### config.mk
export PLATFORM = sky130hd
export DESIGN_NAME = barrel_pixel_fetch
export DESIGN_NICKNAME = d
export VERILOG_FILES = /design/src/rtl/barrel_pixel_fetch.sv
export SDC_FILE = /design/constraint.sdc
export NUM_CORES = 1
export LEC_CHECK = 0
export CAP_MARGIN = 20
export CORE_UTILIZATION = 35
export DETAILED_ROUTE_END_ITERATION = 6
export GPL_ROUTABILITY_DRIVEN = 1
export PLACE_DENSITY = 0.57
export SYNTH_ARGS = -nofsm -noshare
export SYNTH_HDL_FRONTEND = slang
export SYNTH_SLANG_ARGS = --single-unit
### constraint.sdc
create_clock -name clk -period 4.15 [get_ports clk]
set_clock_uncertainty 0.05 [all_clocks]
set_input_delay 0.6225 -clock clk [delete_from_list [all_inputs] [get_ports clk]]
set_output_delay 0.6225 -clock clk [all_outputs]
set_load 0.05 [all_outputs]
### src/rtl/barrel_pixel_fetch.sv
// Small first-word-fall-through FIFO used for the tag and pixel-data queues.
// Latency: a pushed entry is visible at pop_dat the cycle after the push.
// Backpressure: none; the caller guarantees no push when full and no pop when empty.
module fifo #(
    parameter int W     = 8,
    parameter int DEPTH = 8
) (
    input  logic         clk,
    input  logic         reset,
    input  logic         push_vld,
    input  logic [W-1:0] push_dat,
    input  logic         pop_vld,
    output logic [W-1:0] pop_dat,
    output logic         empty
);
    localparam int AW = $clog2(DEPTH);

    logic [W-1:0] mem [DEPTH];
    logic [AW:0]  wr_ptr;
    logic [AW:0]  rd_ptr;

    always_ff @(posedge clk) begin
        if (push_vld) begin
            mem[wr_ptr[AW-1:0]] <= push_dat;
        end
    end

    always_ff @(posedge clk or posedge reset) begin
        if (reset) begin
            wr_ptr <= '0;
            rd_ptr <= '0;
        end else begin
            if (push_vld) begin
                wr_ptr <= wr_ptr + (AW+1)'(1);
            end
            if (pop_vld) begin
                rd_ptr <= rd_ptr + (AW+1)'(1);
            end
        end
    end

    assign pop_dat = mem[rd_ptr[AW-1:0]];
    assign empty   = (wr_ptr == rd_ptr);
endmodule

// Turns barrel-warp source coordinates into frame-buffer reads and an in-order pixel stream.
// Latency: out-of-frame accept -> pix_tvalid 2 cycles; in-frame = grant cycle + memory latency + 1.
// Backpressure: mem_ready drops while a read awaits grant or DEPTH pixels are in flight.
module barrel_pixel_fetch #(
    parameter int               H_RES  = 1280,
    parameter int               V_RES  = 720,
    parameter int               ADDR_W = 20,
    parameter int               PIX_W  = 24,
    parameter int               DEPTH  = 8,
    parameter logic [PIX_W-1:0] FILL   = '0
) (
    input  logic              clk,
    input  logic              reset,
    input  logic [11:0]       x_in,
    input  logic [11:0]       y_in,
    input  logic              addr_vld,
    output logic              mem_ready,
    output logic [ADDR_W-1:0] rd_addr,
    output logic              rd_req,
    input  logic              rd_gnt,
    input  logic [PIX_W-1:0]  rd_data,
    input  logic              rd_dvld,
    output logic [PIX_W-1:0]  pix_tdata,
    output logic              pix_tvalid,
    input  logic              pix_tready
);
    localparam int            CW      = $clog2(DEPTH) + 1;
    localparam logic [CW-1:0] DEPTH_C = CW'(DEPTH);
    localparam logic [12:0]   H_LIM   = 13'(H_RES);
    localparam logic [12:0]   V_LIM   = 13'(V_RES);

    typedef enum logic {REQ_IDLE, REQ_WAIT} req_state_t;
    req_state_t req_state;
    req_state_t req_state_d;

    logic              accept;
    logic              oob;
    logic              gnt;
    logic              oob_pend;
    logic              dvld_ok;
    logic              pix_hs;
    logic [ADDR_W-1:0] addr_calc;
    logic [CW-1:0]     inflight;
    logic [CW-1:0]     inflight_d;
    logic [CW-1:0]     pend_rd;
    logic              tag_empty;
    logic              tag_head;
    logic              dat_empty;
    logic [PIX_W-1:0]  dat_head;

    assign accept    = addr_vld && mem_ready;
    assign oob       = ({1'b0, x_in} >= H_LIM) || ({1'b0, y_in} >= V_LIM);
    assign addr_calc = ADDR_W'(y_in) * ADDR_W'(H_RES) + ADDR_W'(x_in);
    assign rd_req    = (req_state == REQ_WAIT);
    assign gnt       = rd_req && rd_gnt;
    // Read data arriving with nothing outstanding (e.g. a response to a pre-reset request) is dropped.
    assign dvld_ok   = rd_dvld && (pend_rd != '0);

    always_comb begin
        req_state_d = req_state;
        case (req_state)
            REQ_IDLE: if (accept && !oob) req_state_d = REQ_WAIT;
            REQ_WAIT: if (rd_gnt) req_state_d = REQ_IDLE;
            default:  req_state_d = REQ_IDLE;
        endcase
    end

    always_comb begin
        inflight_d = inflight;
        if (accept && !pix_hs) begin
            inflight_d = inflight + CW'(1);
        end else if (!accept && pix_hs) begin
            inflight_d = inflight - CW'(1);
        end
    end

    always_ff @(posedge clk or posedge reset) begin
        if (reset) begin
            req_state <= REQ_IDLE;
            rd_addr   <= '0;
        end else begin
            req_state <= req_state_d;
            if (accept && !oob) begin
                rd_addr <= addr_calc;
            end
        end
    end

    // mem_ready is registered from next-state values so it reads 0 throughout reset.
    always_ff @(posedge clk or posedge reset) begin
        if (reset) begin
            inflight  <= '0;
            pend_rd   <= '0;
            oob_pend  <= 1'b0;
            mem_ready <= 1'b0;
        end else begin
            inflight  <= inflight_d;
            mem_ready <= (req_state_d == REQ_IDLE) && (inflight_d < DEPTH_C);
            oob_pend  <= accept && oob;
            if (gnt && !dvld_ok) begin
                pend_rd <= pend_rd + CW'(1);
            end else if (!gnt && dvld_ok) begin
                pend_rd <= pend_rd - CW'(1);
            end
        end
    end

    // Grant and out-of-frame tag pushes never coincide: a pending request blocks new accepts.
    fifo #(.W(1), .DEPTH(DEPTH)) u_tag_fifo (
        .clk      (clk),
        .reset    (reset),
        .push_vld (gnt || oob_pend),
        .push_dat (gnt),
        .pop_vld  (pix_hs),
        .pop_dat  (tag_head),
        .empty    (tag_empty)
    );

    fifo #(.W(PIX_W), .DEPTH(DEPTH)) u_dat_fifo (
        .clk      (clk),
        .reset    (reset),
        .push_vld (dvld_ok),
        .push_dat (rd_data),
        .pop_vld  (pix_hs && tag_head),
        .pop_dat  (dat_head),
        .empty    (dat_empty)
    );

    assign pix_tvalid = !tag_empty && (!tag_head || !dat_empty);
    assign pix_tdata  = !pix_tvalid ? '0 : (tag_head ? dat_head : FILL);
    assign pix_hs     = pix_tvalid && pix_tready;
endmodule

* Word level (Yosys, flattened, before mapping)
Memories as Yosys holds them, arrays and structs flattened.
Index checks and enable logic that the tools add are counted.
** Word-level totals
- Bits in registers :: 47
- Bits in writable memories :: 200
- Output and inout bits :: 47
- Word-level logic and storage cells :: 68
- Memories :: 2
** Memories
- u_dat_fifo.mem :: depth 8, width 24, read ports 1, clocked after memory_dff 0, write ports 1, line 18 : logic [W-1:0] mem [DEPTH];
- u_tag_fifo.mem :: depth 8, width 1, read ports 1, clocked after memory_dff 0, write ports 1, line 18
** Cells by class
- Add/sub/neg operators :: 9
- Multipliers :: 1
- Magnitude comparators :: 3
- Equality and inequality tests :: 2
- Mux-type cells :: 13
- Bitwise logic cells :: 2
- Reductions and logical operators :: 26
** Operators by type and width (number)
- $mux W24 :: 2
- $add A4 B1 Y4 const B :: 6
- $add A20 B12 Y20 :: 1
- $mux W4 :: 4
- $logic_and A1 B1 Y1 :: 13
- $ge A12 B10 Y1 const B :: 1
- $ge A12 B11 Y1 const B :: 1
- $mul A12 B3 Y12 const B :: 1
- $eq A4 B4 Y1 :: 2
- $logic_not A1 Y1 :: 8
- $sub A4 B1 Y4 const B :: 2
- $mux W1 :: 6
- $lt A4 B4 Y1 const B :: 1
- $reduce_bool A4 Y1 :: 1
- $logic_or A1 B1 Y1 :: 3
- $not A1 Y1 :: 2
- $pmux W1 S2 :: 1
- $reduce_bool A2 Y1 :: 1

* Depth between registers and ports, before layout
- Depth in word-level cells :: 10
- Gate-level depth with buffers :: 11
- Gate-level depth less buffers :: 10

* Hierarchy
A second synthesis with hierarchy kept.
** Unflattened totals
- Cells, all modules :: 623
- Area, all modules :: 10921.7 sq um
** By module, submodules not included
- fifo (u_dat_fifo) :: times used 1, cells each 322, area an instance 7827.5 sq um
- barrel_pixel_fetch :: times used 1, cells each 246, area an instance 2347.3 sq um
- fifo (u_tag_fifo) :: times used 1, cells each 55, area an instance 747.0 sq um

* Least setup slack after synthesis
No wires, ideal clock.
- Path kind :: reg-to-output
- From :: register u_tag_fifo.rd_ptr[0]
- To :: output port pix_tdata[10]
- Arrival :: 2751 ps
- Data required time :: 3477 ps
- Setup slack :: 727 ps
- Stages on the path, launching flop included :: 8
- Path through :: dfrtp_1 buf_2 mux4_2 mux2_2 a21oi_4 nand2_2 buf_1 nor2_1
** On the way
- Longest elaborated chain between the ends :: 5
** Ends and longest elaborated chain
- start: declaration :: line 20 : logic [AW:0] rd_ptr;
- start signal: assignment :: line 37 : rd_ptr <= rd_ptr + (AW+1)'(1);
- $mem_v2 Z8 W1
- $logic_not A1 Y1 :: line 174 : assign pix_tvalid = !tag_empty && (!tag_head || !dat_empty);
- $logic_or A1 B1 Y1 :: line 174
- $logic_and A1 B1 Y1 * :: line 174
- net pix_tvalid :: line 69 : output logic pix_tvalid,
- $mux W24 * :: line 175 : assign pix_tdata = !pix_tvalid ? '0 : (tag_head ? dat_head : FILL);
- end: declaration :: line 68 : output logic [PIX_W-1:0] pix_tdata,
Mark *: on every way through the listed nets, which the timed path passes. The rest lies on a longest branch.

* Final worst setup path
- From :: register u_dat_fifo.rd_ptr[0]
- To :: output port pix_tdata[1]
** On the way
- Longest elaborated chain between the ends :: 5
** Ends and longest elaborated chain (line)
- start: declaration :: 20
- start signal: assignment :: 37
- parallel branches: the longest is 4 deep, another holds $mem_v2 Z8 W24
- $mux W24 * :: 175
Every way passes the cells marked *.

==> results.toml <==
[place]
placed_cells = 1114
portBuffers = 100
place.gp.congestion = 0.781
hpwl_um = 13900
place_ws_ns = 0.360

[setup_path]
crit_path_start = "u_dat_fifo.rd_ptr[0]"
rrSetupSlack_ns = 1.14
worst-path-max-fanout = 27
r2r_cells = 9
cp-start-kind = "flip-flop"
timing.rr.start = "u_tag_fifo.rd_ptr[0]"
endpoint_kind = "output pin"
cp.arrival_ns = 3.10
r2r-end = "mem_ready"
cp.required_ns = 3.48
critPathKind = "reg -> out"

[finish]
drive_above_1_share_pct = 19.7
fin_cells = 1162
fin_nets = 841
syn_to_final_growth_pct = 21.5

[synth]
syn_area_mm2 = 0.0106
yosysWarnings = 0
synth.largest_area_cell = "edfxtp_1"
synth_cell_type_count = 50
syn_inst = 627
synth_edf_count = 200
synth_top_area_share_pct = 56.7
synthFlopType = "edfxtp_1"
synth_top_cells_by_count = "edfxtp_1, mux4_2, dfrtp_1, nor2_1, nand2_1"
synth_nets = 716
synth-seq-cells = 247
async_reset_ff_share_pct = 19.0
ys_seq_area_share_pct = 67.8
synthTopCellsByArea = "edfxtp_1, dfrtp_1, mux4_2, ha_1, mux2i_1"
synth_most_common_cell = "edfxtp_1"
syn_area_per_cell_um2 = 16.9

[clock_tree]
insertion_delay_ns = 0.52
htree_levels = 1
cts_made_buffers = 26
cts_buffer_depth = 3
path_clk_slew_ns = 0.06
post_cts.repair.setup_buffers = 0
cts_resized = 0
root_buffer = "clkbuf_16"
cts_hold_buf = 0
cts_tree = "built"
cts.sinks = 247

[sta]
rsz0062_at_grt = "no"
finalCritPeriodShare_pct = 90.9
fmax_ghz = 0.265
worst_pin_slew_ns = 0.767
layout_setup_ws_ns = 0.376
drv_slew = 0
slew_headroom_pct = 48.9
min_period_ns = 3.77
setup_viol = 0
finalSetupTns_ns = 0
hold_viol = 0

[route]
vias = 5763
drt_iter0_markers = 252
wl_um = 21800
viasPerCell = 4.96
drcViolationCount = 0
wl_per_cell_um = 18.7
antenna_left = 0
first_pass_iters = 7

[global_routing]
track_usage_pct = 14.5
antenna_found_initial = 1
overflow = 0
grt_pass1_vias = 6267
grt_pass1_wl_um = 34600
grt_max_degree = 52

[floorplan]
num_rows = 63
top_level_ports = 101
die_h_um = 176
core-area_mm2 = 0.0297
die_area_mm2 = 0.0310
fp.dieW_um = 176
initial_core_util_pct = 35.6

[outcome]
outcome = "completed"

[hold_path]
hold_depth = 1
min_path_type = "reg -> reg"
min_to = "inflight[3]"
holdCritStartpoint = "inflight[3]"

[pwr]
ir_drop_mv = 0.376
p_leak_uw = 0.00464
p_per_area_mw_per_mm2 = 759

[job]
drv_cap = 0
==> per-stage QoR <==
stage          power [uW]  instance area [um^2]  hold slack [ns]  utilization [%]
4_1_cts              9920                 12900            0.411             43.3
3_5_place_dp         7840                 12100            0.403             40.8
2_1_floorplan        6510                 10600            0.386                -
6_report             9770                 12900            0.410             43.3
5_1_grt             10300                 12900            0.443             43.3
3_3_place_gp         7720                 12100            0.406             40.8
==> flip-flops by register name (all words and copies together), names as in the netlist, 4 cells and up <==
register / cells
inflight: 4
pend_rd: 4
rd_addr: 20
u_dat_fifo.mem: 192
u_dat_fifo.rd_ptr: 4
u_dat_fifo.wr_ptr: 4
u_tag_fifo.mem: 8
u_tag_fifo.rd_ptr: 4
u_tag_fifo.wr_ptr: 4
==> worst max-delay path, stage by stage, from the launching register on <==
cell and delay (ns):
dfrtp_4 0.69, xor2_1 0.22, nor4_1 0.54, a21oi_4 0.14, nand2_2 0.56, nor2_1 0.17
buf_4 0.23
==> cell type report <==
type / instances / area (um^2)
inverters: 19 / 71.3
well taps: 390 / 488
multi-input cells: 337 / 3270
fillers: 2585 / 16800
flip-flops and latches: 247 / 7190
repair buffers: 121 / 1100
clock inverters: 12 / 61.3
clock buffers: 35 / 694
diodes: 1 / 2.50
==> power breakdown <==
part | internal [uW] | switching (uW)
clock network | 1170 | 892
registers | 3200 | 343
logic | 1570 | 2600
total | 5940 | 3830
==> cells by family (layout without fill, tap and decap cells) <==
family / Yosys count / in the layout / synth area share, %
buffers and inverters: 43 / 187 / 1.58
adder cells (fa/ha/maj): 35 / 35 / 4.35
XOR/XNOR: 36 / 36 / 2.98
AO/OA/AOI/OAI: 60 / 60 / 3.71
flip-flops: 247 / 247 / 67.8
multiplexers: 90 / 90 / 14.6
other: 0 / 1 / 0
AND/OR/NAND/NOR: 116 / 116 / 4.97
==> layer usage <==
metal  GRT usage (%)  wire length, um
met2            25.3            10700
met1            18.1             9590
met3            3.77             1150
met4            3.15              345
met5               0               14
==> worst max-delay path by stage <==
stage / end / slack (ns) / depth (start not counted)
after floorplan: pix_tdata[10] / 0.73 / 7
after global placement: rd_addr[19] / 0.39 / 10
after detailed placement: rd_addr[19] / 0.36 / 10
after CTS: pix_tdata[1] / 0.21 / 6
after global routing: pix_tdata[1] / 0.14 / 6
final: pix_tdata[1] / 0.38 / 6
==> layout by cell type (no fill, tap or decap), drive strengths merged, types with 4 or more instances in the layout <==
cell           instances
ha                    32
inv                   18
nand2                 35
xor2                  19
nand2b                 7
mux4                  50
o21ai                 22
clkinv                13
nand4                  5
xnor2                 17
buf                   45
a211oi                 4
nor3                   8
a21oi                 12
dfrtp                 47
clkdlybuf4s50         76
mux2                  15
clkbuf                35
mux2i                 25
edfxtp               200
nor2                  43
Note: power is estimated with default switching activity, not from simulation.
==> RTL edit 1: new RTL, same flow settings <==
Reset style: synchronous (`reset`), changed in 3 clocked blocks.
--- a/src/rtl/barrel_pixel_fetch.sv
+++ b/src/rtl/barrel_pixel_fetch.sv
@@ -27,3 +27,3 @@
 
-    always_ff @(posedge clk or posedge reset) begin
+    always_ff @(posedge clk) begin
         if (reset) begin
@@ -121,3 +121,3 @@
 
-    always_ff @(posedge clk or posedge reset) begin
+    always_ff @(posedge clk) begin
         if (reset) begin
@@ -134,3 +134,3 @@
     // mem_ready is registered from next-state values so it reads 0 throughout reset.
-    always_ff @(posedge clk or posedge reset) begin
+    always_ff @(posedge clk) begin
         if (reset) begin
Behaviour: differs if reset is asserted again (counterexample within 4 cycles, from zero or initial values and one cycle with reset high); with reset held inactive, the same outputs for 10 cycles.
==> RTL edit 1 against the unedited design <==
Wire length decreased by 2.0%. Highest routed layer is now met4. Global-route usage decreased by 0.40 points. Synthesized area increased by 0.26%. Cell area grew 1.9%. Non-clock buffer count down 5. Register-to-register slack improved by 0.09 ns. Largest cell class unchanged. Setup slack got worse by 0.026 ns. Sequential cell count up 6. Via count increased by 3.2%.
Power is not compared: it rests on default switching activity, and its combinational part moved more than twofold at a synthesized area within 25%.
==> RTL edit 1: results (changes against the unedited design) <==
Synth
  – Top cell types by occurrence after synthesis: 200 x edfxtp_1, 68 x nor2_1, 53 x dfxtp_1, 50 x mux4_2, 48 x nand2_1
  – Number of enable-type register cells in the synthesized netlist: 200 (unchanged)
  – Seq/Total Area, Yosys: 66.6% (-1.3 points)
  – Share of the synthesized area in the top cell type: 56.6% (-0.15 points)
  – Unique masters post-synth: 47 (-6.0%)
  – Count of yosys warnings during synthesis: 0 (unchanged)
  – Net count of the mapped netlist: 771 (+7.7%)
  – Leading cell types by total area after synthesis: edfxtp_1 57%, mux4_2 11%, dfxtp_1 10%
  – Dominant synthesized flop cell: edfxtp_1
  – Proportion of synthesized flip-flops having asynchronous set or reset: 0% (-19 points)
  – Post-Syn Instances: 682 (+8.8%)

Clock tree
  – Clock transition time at the flip-flop clock pins of the worst setup and hold paths: 0.06 ns (about the same)
  – H-tree Lvls: 1 (unchanged)
  – Quantity of gates resized following cts: 0 (unchanged)
  – # Post-CTS Setup Buffers: 0 (unchanged)
  – CTS root buffer: clkbuf_16
  – Clock Path Buffers: 3 (unchanged)
  – Number of buffers added by the clock tree synthesis step: 28 (+7.7%)
  – Clock latency on the worst-skew pair: 0.54 ns (+0.02 ns)

Worst setup path
  – Kind of cell with the highest combined delay on the critical path: buffers and inverters
  – Max stage delay on crit path: 0.70 ns
  – Crit-path slowest cell: clkdlybuf4s50_1
  – Worst endpoint data arrival time: 3.13 ns (+0.03 ns)
  – Setup slack of the most critical reg-to-reg path: 1.23 ns (+0.09 ns)
  – Worst-path maximum fanout: 23 (-15%)

Global routing
  – Gr usage total: 14.1% (-0.40 points)
  – First-pass GRT wire length: 33.7 mm (-2.5%)
  – Initial antenna violation count: 1 (unchanged)
  – Maximum number of pins on one net before global-route repair: 50 (-3.8%)
  – Number of global-route vias before repair: 6118 (-2.4%)

Placed design
  – # placed instances: 1161 (+4.2%)
  – DP Worst Slack: 0.155 ns (-0.205 ns)
  – Gpl congestion: 0.721 (-7.7%)
  – DPL Wire Length: 12.8 mm (-7.7%)
  – Number of I/O port buffers: 100 (unchanged)
  – Placed inst area: 12200 sq um (+0.53%)

Job
  – Total of max-cap violations: 0 (unchanged)

Detailed routing
  – Drt first-iter violations: 409 (+62%)
  – Routed wire per std cell: 17.6 um (-6.2%)
  – Ratio of routed vias to standard cells: 4.90 (-1.2%)
  – Via count: 5946 (+3.2%)
  – Detailed Routing Iterations Pass 1: 4 (-3)

STA
  – Worst-Margin Slew: 0.949 ns (+0.182 ns)
  – Worst hold slack after final layout: 0.398 ns (-0.0116 ns)

Layout
  – Share of final-layout standard cells stronger than drive strength 1: 15.1% (-4.6 points)
  – Final net count: 890 (+5.8%)
  – Number of filler cells placed in the layout: 2630 (+1.7%)
  – Largest register FFs: 192 (unchanged)

Power
  – LEAKAGE: 4.27 nW
  – Maximum ir drop on the vdd rail: 0.000271 V

Outcome
  – Result of the run: complete, no violations

Min path
  – Class of the most critical hold timing path: reg2reg
RTL edit 1: changes by cell type after synthesis, sizes merged, moves of 3 or more:
cell and change:
a21oi +22, nand3 +4, a211oi +5, xnor2 +4
dfxtp +53, and3 +3, o221ai +5, dfrtp -47
xor2 -7, nand2 +13, mux2 -14, nor2 +25
o21ai -13
RTL edit 1: layer usage:
metal  vias up  global-route usage (%)  share of wire (%)
li1       2846                       -                  -
met1      2952                    18.7                 45
met2       123                    23.3                 47
met3        25                    3.47                6.1
met4         0                    3.41                1.4
met5         -                       0                  0
RTL edit 1: kinds of logic (layout without fill, tap and decap cells):
kind of cell | after synthesis | in the layout | synth area share [%]
AO/OA/AOI/OAI | 73 | 73 | 4.35
multiplexers | 78 | 78 | 13.3
AND/OR/NAND/NOR | 164 | 164 | 7.06
flip-flops | 253 | 253 | 66.6
buffers and inverters | 46 | 187 | 1.65
other | 0 | 1 | 0
XOR/XNOR | 33 | 33 | 2.79
adder cells (fa/ha/maj) | 35 | 35 | 4.34
RTL edit 1: worst paths after layout:
check,startpoint,end,cells after the start
hold / removal,rd_addr[11],rd_addr[11],2
hold reg to reg,rd_addr[11],rd_addr[11],2
setup / recovery,flip-flop,pix_tdata[0],5
setup reg to reg,flip-flop,mem_ready,10
RTL edit 1: layout make-up:
type	count	area, sq um	area share [%]
Inverter	19	71.3	0.544
Clock inverter	18	215	1.64
Tap cell	390	488	3.72
Multi-Input combinational cell	383	3400	25.9
Timing Repair Buffer	116	1140	8.70
Clock buffer	34	723	5.51
Antenna cell	1	2.50	0.0191
Sequential cell	253	7070	53.9
RTL edit 1: power by group:
group	internal [mW]	switching [mW]
Clock	1.50	0.979
Combinational	0.351	0.450
Sequential	2.92	0.0646
Total	4.76	1.49
==> RTL edit 2: new RTL, config.mk and constraints unchanged <==
Made on the original files. `DEPTH` is set to 8 in 2 places; all go to 4.
--- a/src/rtl/barrel_pixel_fetch.sv
+++ b/src/rtl/barrel_pixel_fetch.sv
@@ -5,3 +5,3 @@
     parameter int W     = 8,
-    parameter int DEPTH = 8
+    parameter int DEPTH = 4
 ) (
@@ -53,3 +53,3 @@
     parameter int               PIX_W  = 24,
-    parameter int               DEPTH  = 8,
+    parameter int               DEPTH  = 4,
     parameter logic [PIX_W-1:0] FILL   = '0
Check against the original RTL: not equivalent (Yosys sat finds a counterexample within 10 cycles, from zero or initial values and one cycle with reset high).
==> RTL edit 2 against the unedited design <==
Wire length fell by 42%. Synthesized area decreased by 39%. Cell count shrank 32%. Clock power is 32% lower. Total power fell by 27%. Die area shrank 39%. Cell area down 33%. Setup slack better by 0.47 ns. Sequential cell count fell by 106. Highest routed layer unchanged.
==> RTL edit 2: results (changes against the unedited design) <==
Placed design
  – Gpl congestion: 0.768 (-1.7%)
  – Placed inst area: 8000 sq um (-34%)
  – # placed instances: 762 (-32%)
  – DPL Wire Length: 8.68 mm (-37%)

Layout
  – Antenna cell count: 0 (-1)
  – Final net count: 646 (-23%)
  – Largest register FFs: 96 (-50%)
  – Share of final-layout standard cells stronger than drive strength 1: 17.8% (-1.9 points)
  – Finished Layout Cells: 795 (-32%)

Synth
  – Seq/Total Area, Yosys: 62.5% (-5.3 points)
  – Unique masters post-synth: 44 (-12%)
  – Proportion of synthesized flip-flops having asynchronous set or reset: 29.1% (+10 points)
  – Post-Syn Instances: 435 (-31%)
  – Leading cell types by total area after synthesis: edfxtp_1 47%, dfrtp_1 16%, mux4_2 8.7%
  – Top cell types by occurrence after synthesis: 100 x edfxtp_1, 54 x nand2_1, 41 x dfrtp_1, 36 x ha_1, 29 x nor2b_1
  – Net count of the mapped netlist: 528 (-26%)
  – Number of enable-type register cells in the synthesized netlist: 100 (-50%)

Worst setup path
  – Critical R2R Launch: u_dat_fifo.rd_ptr[0]
  – Worst-path maximum fanout: 4 (-85%)
  – Setup slack of the most critical reg-to-reg path: 1.73 ns (+0.59 ns)
  – Worst endpoint data arrival time: 3.55 ns (+0.45 ns)
  – Worst Reg-to-Reg Cells: 10 (+1)

Detailed routing
  – Ratio of routed vias to standard cells: 4.80 (-3.1%)
  – DRT Wirelength: 12.7 mm (-42%)
  – Drt first-iter violations: 155 (-38%)
  – Detailed Routing Iterations Pass 1: 4 (-3)

Global routing
  – Global Route met3 Usage: 3.94% (+0.17 points)
  – Met1 GRT Util: 17.6% (-0.53 points)
  – Maximum number of pins on one net before global-route repair: 29 (-44%)
  – Number of global-route vias before repair: 4018 (-36%)
  – Met2 usage: 24.4% (-0.94 points)
  – Gr usage total: 14.4% (-0.099 points)
  – First-pass GRT wire length: 20.1 mm (-42%)

STA
  – Post-route fraction of the period consumed by the critical path: 79.7% (-11 points)
  – Worst-Margin Slew: 0.670 ns (-0.0976 ns)

Clock tree
  – Clock Path Buffers: 2 (-1)
  – H-tree Lvls: 4 (+3)
  – Clock transition time at the flip-flop clock pins of the worst setup and hold paths: 0.06 ns (about the same)
  – Number of buffers added by the clock tree synthesis step: 17 (-35%)
  – Clock latency on the worst-skew pair: 0.41 ns (-0.11 ns)

Min path
  – Class of the most critical hold timing path: in2async

Outcome
  – Result of the run: complete, no violations

Power
  – Maximum ir drop on the vdd rail: 0.000679 V (+81%)
==> RTL edit 2: cell count changes in the layout (fill, tap and decap cells not counted), moves of 9 or more <==
cell / before / now
edfxtp_1: 200 / 100
buf_4: 45 / 10
nor2_1: 37 / 10
nor2b_1: 3 / 29
mux2i_1: 25 / 0
mux4_2: 50 / 25
buf_12: 0 / 24
nand2_1: 34 / 54
mux2_2: 13 / 3
clkbuf_16: 26 / 17
xor2_1: 19 / 10
==> RTL edit 2: kinds of logic (layout without fill, tap and decap cells) <==
logic type	Yosys count	count (layout)	synth area share (%)
muxes	28	28	9.25
adders and majority gates	39	39	7.92
DFF	141	141	62.5
and+or+nand+nor	117	117	8.91
buffers and inverters	33	164	2.12
AOI/OAI and AO/OA	43	43	4.71
xor gates and xnor gates	34	34	4.62
==> RTL edit 2: cell type report <==
cell class              count  area [sq um]
well taps                 229           287
clock inverters            14           121
clock buffers              18           429
inverters                  21          78.8
flip-flops and latches    141          4030
repair buffers            111          1340
fillers                  1605          9450
multi-input cells         261          2280
==> RTL edit 2: critical path: stages <==
cell             delay (ns)
clkdlybuf4s50_1        0.46
ha_1                   0.32
ha_1                   0.24
fa_1                   0.42
a21o_2                 0.23
a221oi_2               0.29
xnor2_1                0.23
nand3_1                0.14
o311a_1                0.32
a221o_1                0.26
==> RTL edit 2: layer usage <==
layer	routed length, um	up-vias
met5	13	-
met4	159	2
met3	574	11
met2	6480	83
met1	5500	1902
li1	-	1821
==> RTL edit 2: worst max path at each step <==
stage               depth (start not counted)  slack [ns]           to  startpoint
global route                               10        0.65  rd_addr[19]     y_in[1]
finish                                     10        0.84  rd_addr[19]     y_in[1]
floorplan                                   9        1.11  rd_addr[19]     y_in[1]
global placement                           10        0.51  rd_addr[19]     y_in[1]
CTS                                        10        0.87  rd_addr[19]     y_in[1]
detailed placement                         10        0.43  rd_addr[19]     y_in[1]
==> RTL edit 2: report_power, final <==
| part | internal [mW] | total, mW | switching, mW | leakage, nW |
|---|---|---|---|---|
| Combinational | 1.59 | 3.60 | 2.01 | 1.61 |
| Sequential | 1.92 | 2.15 | 0.235 | 1.43 |
| Clock | 0.823 | 1.40 | 0.579 | 0.269 |
==> RTL edit 2: stage by stage <==
step | hold slack (ns) | setup slack (ns) | utilization [%]
after floorplan | 0.386 | 1.11 | -
after global placement | 0.406 | 0.506 | 44.4
after detailed placement | 0.404 | 0.430 | 44.4
after CTS | 0.413 | 0.869 | 47.4
after global routing | 0.423 | 0.649 | 47.6
final | 0.400 | 0.842 | 47.6
